===== src/rtl/vending_pkg.sv =====
// Shared state codes, drink-code constants and price-table lookup for the
// parametrised vending controller.
package vending_pkg;

    typedef logic [1:0] state_t;

    localparam state_t ST_IDLE     = 2'd0;
    localparam state_t ST_COLLECT  = 2'd1;
    localparam state_t ST_DISPENSE = 2'd2;
    localparam state_t ST_REFUND   = 2'd3;

    localparam int DRINK_NONE  = 0;
    localparam int PRICE_TBL_W = 1024;

    // Extracts entry idx of a packed table of w-bit fields, zero-extended.
    function automatic logic [31:0] price_lookup(input logic [PRICE_TBL_W-1:0] tbl,
                                                 input int idx,
                                                 input int w);
        logic [31:0] p;
        logic [9:0]  pos;
        p   = '0;
        pos = '0;
        for (int b = 0; b < 32; b++) begin
            if (b < w) begin
                pos      = 10'(idx * w + b);
                p[b[4:0]] = tbl[pos];
            end
        end
        return p;
    endfunction

endpackage


===== src/rtl/vending_stock_bank.sv =====
// Per-drink stock counters: bulk reload, decrement by index, empty flags.
module vending_stock_bank
    import vending_pkg::*;
#(
    parameter int NUM_DRINKS = 4,
    parameter int DRINK_W    = $clog2(NUM_DRINKS),
    parameter int STOCK_W    = 4,
    parameter int STOCK_INIT = 3
) (
    input  logic                  clk,
    input  logic                  reset,
    input  logic                  reload,
    input  logic                  dec,
    input  logic [DRINK_W-1:0]    dec_idx,
    output logic [NUM_DRINKS-1:0] empty
);

    logic [NUM_DRINKS-1:0][STOCK_W-1:0] cnt;

    for (genvar g = 0; g < NUM_DRINKS; g++) begin : g_cnt
        // Reload wins over a same-cycle decrement.
        always_ff @(posedge clk or posedge reset) begin
            if (reset)
                cnt[g] <= STOCK_W'(STOCK_INIT);
            else if (reload)
                cnt[g] <= STOCK_W'(STOCK_INIT);
            else if (dec && dec_idx == DRINK_W'(g) && cnt[g] != '0)
                cnt[g] <= cnt[g] - 1'b1;
        end

        assign empty[g] = (cnt[g] == '0);
    end

endmodule


===== src/rtl/vending_ctrl_param.sv =====
// Multi-coin, N-drink vending controller: credit accumulation, price/stock
// checks, dispense with change, cancel and inactivity refunds.
module vending_ctrl_param
    import vending_pkg::*;
#(
    parameter int                              MONEY_W     = 8,
    parameter int                              NUM_DRINKS  = 4,
    parameter int                              DRINK_W     = $clog2(NUM_DRINKS),
    parameter logic [NUM_DRINKS*MONEY_W-1:0]   PRICES      = {8'd15, 8'd20, 8'd30, 8'd0},
    parameter int                              MAX_CREDIT  = 100,
    parameter int                              STOCK_W     = 4,
    parameter int                              STOCK_INIT  = 3,
    parameter int                              TIMEOUT_CYC = 16
) (
    input  logic                  clk,
    input  logic                  reset,
    input  logic                  coin_valid_i,
    input  logic [MONEY_W-1:0]    coin_i,
    input  logic                  select_valid_i,
    input  logic [DRINK_W-1:0]    select_i,
    input  logic                  cancel_i,
    input  logic                  restock_i,
    output logic                  ready_o,
    output logic                  done_o,
    output logic [DRINK_W-1:0]    drink_o,
    output logic [MONEY_W-1:0]    change_o,
    output logic                  reject_o,
    output logic                  short_o,
    output logic                  empty_o,
    output logic [NUM_DRINKS-1:0] stock_empty_o
);

    localparam int TMR_W = $clog2(TIMEOUT_CYC + 1);

    state_t               state, state_n;
    logic [MONEY_W-1:0]   credit, credit_n;
    logic [MONEY_W-1:0]   chg_q, chg_n;
    logic [DRINK_W-1:0]   sel_q, sel_n;
    logic [TMR_W-1:0]     tmr, tmr_n;
    logic                 rej_n, short_n, empty_n;
    logic                 dec, reload;
    logic [MONEY_W:0]     sum;
    logic [MONEY_W-1:0]   price;
    logic                 sel_bad;
    logic [NUM_DRINKS-1:0] empty_flags;

    assign sum     = {1'b0, credit} + {1'b0, coin_i};
    assign price   = MONEY_W'(price_lookup(PRICE_TBL_W'(PRICES), int'(select_i), MONEY_W));
    assign sel_bad = (select_i == DRINK_W'(DRINK_NONE)) || (int'(select_i) >= NUM_DRINKS);

    vending_stock_bank #(
        .NUM_DRINKS (NUM_DRINKS),
        .DRINK_W    (DRINK_W),
        .STOCK_W    (STOCK_W),
        .STOCK_INIT (STOCK_INIT)
    ) u_stock (
        .clk     (clk),
        .reset   (reset),
        .reload  (reload),
        .dec     (dec),
        .dec_idx (select_i),
        .empty   (empty_flags)
    );

    assign stock_empty_o = empty_flags;

    always_comb begin
        state_n  = state;
        credit_n = credit;
        chg_n    = chg_q;
        sel_n    = sel_q;
        tmr_n    = tmr;
        rej_n    = 1'b0;
        short_n  = 1'b0;
        empty_n  = 1'b0;
        dec      = 1'b0;
        reload   = 1'b0;

        case (state)
            ST_IDLE, ST_COLLECT: begin
                if (state == ST_COLLECT)
                    tmr_n = tmr + 1'b1;

                // cancel > select > coin; a coin losing arbitration is refused
                if (cancel_i) begin
                    rej_n = coin_valid_i;
                    if (state == ST_COLLECT) begin
                        state_n  = ST_REFUND;
                        sel_n    = DRINK_W'(DRINK_NONE);
                        chg_n    = credit;
                        credit_n = '0;
                    end
                end else if (select_valid_i) begin
                    rej_n = coin_valid_i;
                    if (sel_bad) begin
                        if (state == ST_COLLECT) begin
                            state_n  = ST_REFUND;
                            sel_n    = DRINK_W'(DRINK_NONE);
                            chg_n    = credit;
                            credit_n = '0;
                        end
                    end else if (empty_flags[select_i]) begin
                        empty_n = 1'b1;
                    end else if (price == '0 || credit < price) begin
                        short_n = 1'b1;
                    end else begin
                        state_n  = ST_DISPENSE;
                        sel_n    = select_i;
                        chg_n    = credit - price;
                        credit_n = '0;
                        dec      = 1'b1;
                    end
                end else if (coin_valid_i) begin
                    if (sum > (MONEY_W+1)'(MAX_CREDIT)) begin
                        rej_n = 1'b1;
                    end else if (coin_i != '0) begin
                        credit_n = sum[MONEY_W-1:0];
                        state_n  = ST_COLLECT;
                        tmr_n    = '0;
                    end else if (state == ST_COLLECT) begin
                        tmr_n = '0;
                    end
                end

                if (state == ST_COLLECT && state_n == ST_COLLECT &&
                    tmr_n == TMR_W'(TIMEOUT_CYC)) begin
                    state_n  = ST_REFUND;
                    sel_n    = DRINK_W'(DRINK_NONE);
                    chg_n    = credit_n;
                    credit_n = '0;
                end

                if (state == ST_IDLE && restock_i)
                    reload = 1'b1;
            end
            default: begin
                rej_n   = coin_valid_i;
                state_n = ST_IDLE;
                tmr_n   = '0;
            end
        endcase
    end

    // Handshake outputs lag the state by one edge so done_o spans the cycle
    // after the dispense/refund state is entered.
    always_ff @(posedge clk or posedge reset) begin
        if (reset) begin
            state    <= ST_IDLE;
            credit   <= '0;
            chg_q    <= '0;
            sel_q    <= '0;
            tmr      <= '0;
            ready_o  <= 1'b1;
            done_o   <= 1'b0;
            drink_o  <= '0;
            change_o <= '0;
            reject_o <= 1'b0;
            short_o  <= 1'b0;
            empty_o  <= 1'b0;
        end else begin
            state    <= state_n;
            credit   <= credit_n;
            chg_q    <= chg_n;
            sel_q    <= sel_n;
            tmr      <= tmr_n;
            ready_o  <= (state == ST_IDLE) || (state == ST_COLLECT);
            done_o   <= (state == ST_DISPENSE) || (state == ST_REFUND);
            drink_o  <= (state == ST_DISPENSE) ? sel_q : '0;
            change_o <= (state == ST_DISPENSE || state == ST_REFUND) ? chg_q : '0;
            reject_o <= rej_n;
            short_o  <= short_n;
            empty_o  <= empty_n;
        end
    end

endmodule


===== config.mk =====
export PLATFORM = sky130hd
export DESIGN_NAME = vending_ctrl_param
export DESIGN_NICKNAME = d
export VERILOG_FILES = /design/src/rtl/vending_pkg.sv /design/src/rtl/vending_stock_bank.sv /design/src/rtl/vending_ctrl_param.sv
export SDC_FILE = /design/constraint.sdc
export NUM_CORES = 1
export LEC_CHECK = 0
export CORE_AREA = 2 2 138 100
export CTS_CLUSTER_DIAMETER = 30
export DETAILED_ROUTE_END_ITERATION = 16
export DIE_AREA = 0 0 140 102
export PLACE_DENSITY = 0.42
export SLEW_MARGIN = 25
export SYNTH_ARGS = -nofsm -noshare
export SYNTH_HDL_FRONTEND = slang
export SYNTH_HIERARCHICAL = 1
export SYNTH_SLANG_ARGS = --single-unit

===== constraint.sdc =====
create_clock -name clk -period 4.46 [get_ports clk]
set_input_delay 1.338 -clock clk [delete_from_list [all_inputs] [get_ports clk]]
set_output_delay 1.338 -clock clk [all_outputs]
set_load 0.005 [all_outputs]

==> results.tsv <==
metric	value	unit
status	finished, violations left	
violations	design-rule violations	
crit_fanout	6	
most-common-layout-cells	47 x dfrtp_1, 37 x buf_4, 34 x clkdlybuf4s50_1	
grt-ovfl-total	0	
die_h	102	um
antenna_left	0	
wl_per_cell	17.0	um
rsz0062_at_grt	false	
gp_congestion	0.841	
grt_pass1_wl	17400	um
worst_slew_pin_slew	0.921	ns
cts.sinks	56	
port-buffer-count	34	
synth-seq-cells	56	
post_cts_buffers	0	
grt_antenna_before_repair	0	
yosysSeqAreaShare	38.5	%
die-area	14300	um^2
synthDistinctLibCells	72	
p_per_area	541	nW/um^2
clockBufferDepth	2	
slew_headroom	38.5	%
cts_root_buf	clkbuf_16	
cp_num_buf_inv	1	
cts_tree	yes	
die_width	140	um
syn-num-nets	442	
crit_top_cell	ha_1	
slowest_stage	or4_1	
peakVddDrop	0.000191	V
clock_latency	0.31	ns
syn2layout_area_growth	26.2	%
grt_usage	15.7	%
hold_viol	0	
max_stage_delay	0.49	ns
critical_path.endpoint_type	flop	
wl	10700	um
syn_area	3670	um^2
remaining_drc_errors	1	
synth.avg_cell_area	9.23	um^2
synthArstFlopShare	100	%
cp.arrival	4.37	ns
fin_crit	4.15	ns
critPathKind	in2reg	
hold_buffers	0	
layout-drive-gt1-share	17.1	%
n_antenna_cell	0	
via_count	3240	
grt_max_degree	33	
drv_slew	0	
rows	35	
drtIter0Drc	210	
placedCellCount	621	
clk_pin_slew	0.07	ns
setup.worst_path.start_class	input port	
viasPerCell	5.15	
fin_cells	629	
finalCritPeriodShare	92.9	%
path_cells	clkdlybuf4s50_1 -> ha_1 -> ha_1 -> fa_1 -> nand2b_1 -> a21oi_2 -> o31ai_2 -> nor3_2 -> or3b_1 -> or4_1 -> a21oi_1	
h-tree-depth	2	
setup_tns	0	ns
synthCells	398	
max_freq	241	MHz
p_leak	2.11	nW
setup_viol	0	
start_util	28.4	%
hp-class	reg2reg	
synthFlopType	dfrtp_1	
grt_pass1_vias	3162	
fin_nets	506	
max-cap-violations	0	
synth_edf_count	0	
firstDrtPassIters	11	
cp_data_required_time	4.69	ns
core-area	12900	um^2
dp_hpwl	8310	um
clock-skew-final	0.0146	ns
cp_top_family	simple AND/OR/NAND/NOR gates	
yosys_warnings	6	
numCtsBuffers	5	
ioPinCount	35	
final_common_cell	dfrtp_1	
==> layout make-up <==
type,count,area [um^2]
Multi-Input combinational cell,293,2070
Timing Repair Buffer,71,618
Fill cell,1300,8280
Sequential cell,56,1410
Clock inverter,3,68.8
Inverter,35,131
Tap cell,166,208
Clock buffer,5,125
==> per-layer routing <==
metal,wire length (um),vias up,track usage (%)
met3,378,8,2.48
met4,79,0,3.26
li1,-,1598,-
met1,6000,1573,25.1
met2,4270,61,22.2
met5,0,-,0
==> worst min-delay path: stages, from the launching register on <==
cell	delay, ns
dfrtp_1	0.36
inv_1	0.06
nor3_1	0.04
==> worst paths after layout <==
path                            slack [ns]                  startpoint  cells after the start                          to
worst max-delay path                  0.31                 select_i[0]                     11  u_stock/cnt[3]$_DFFE_PP0P_
worst min-delay path                  0.50        sel_q[1]$_DFFE_PP0P_                      2        drink_o[1]$_DFF_PP0_
worst max register to register        1.19  u_stock/cnt[0]$_DFFE_PP1P_                     11        chg_q[6]$_DFFE_PP0P_
worst min register to register        0.50        sel_q[1]$_DFFE_PP0P_                      2        drink_o[1]$_DFF_PP0_
max in group asynchronous             2.36                       reset                      3        chg_q[0]$_DFFE_PP0P_
min in group asynchronous             1.40                       reset                      2        drink_o[0]$_DFF_PP0_
==> metrics by stage <==
step | setup slack [ns] | area (um^2) | power (mW) | hold WS [ns] | util (%)
2_1_floorplan | 0.299 | 3670 | 1.51 | 0.459 | -
3_3_place_gp | -0.0147 | 4430 | 1.98 | 0.488 | 34.3
3_5_place_dp | -0.0707 | 4430 | 1.98 | 0.494 | 34.3
4_1_cts | 0.186 | 4630 | 2.52 | 0.505 | 35.8
5_1_grt | 0.0616 | 4640 | 2.70 | 0.541 | 35.9
6_report | 0.315 | 4640 | 2.51 | 0.496 | 35.9
==> synthesized netlist by cell type, types with 7 or more instances <==
| cell type | instances | share of area, % |
|---|---|---|
| a21oi_1 | 29 | 4.0 |
| a31oi_1 | 7 | 1.2 |
| clkbuf_1 | 7 | 0.72 |
| dfrtp_1 | 47 | 32 |
| dfstp_2 | 9 | 6.4 |
| ha_1 | 26 | 8.9 |
| inv_1 | 34 | 3.5 |
| nand2_1 | 31 | 3.2 |
| nand3_1 | 10 | 1.4 |
| nor2_1 | 22 | 2.2 |
| nor3_1 | 12 | 1.6 |
| nor3b_1 | 9 | 1.8 |
| o21ai_0 | 26 | 3.5 |
| or3_1 | 9 | 1.5 |
| or4_1 | 8 | 1.6 |
==> state kept, by name, summed over array words and instances, names as in the netlist, 2 cells and up <==
signal,count
u_stock/cnt,16
change_o,8
chg_q,8
credit,8
tmr,5
drink_o,2
sel_q,2
state,2
==> cells by family after synthesis <==
family                     synth area share [%]
DFF                                        38.5
xor gates and xnor gates                   1.43
and+or+nand+nor                            21.1
AOI/OAI and AO/OA                          20.4
buffers and inverters                      5.35
adders and majority gates                  9.95
muxes                                      3.34
==> what timing repair did <==
action,4_1_cts,5_1_grt
endpoints found under the hold margin,0,0
resized for setup,0,2
setup endpoints to repair,0,6
==> power breakdown <==
part,switching [mW],total (mW),internal [mW]
Clock,0.201,0.526,0.324
Sequential,0.129,0.775,0.647
Combinational,0.658,1.21,0.550
(Power assumes the default switching activity.)
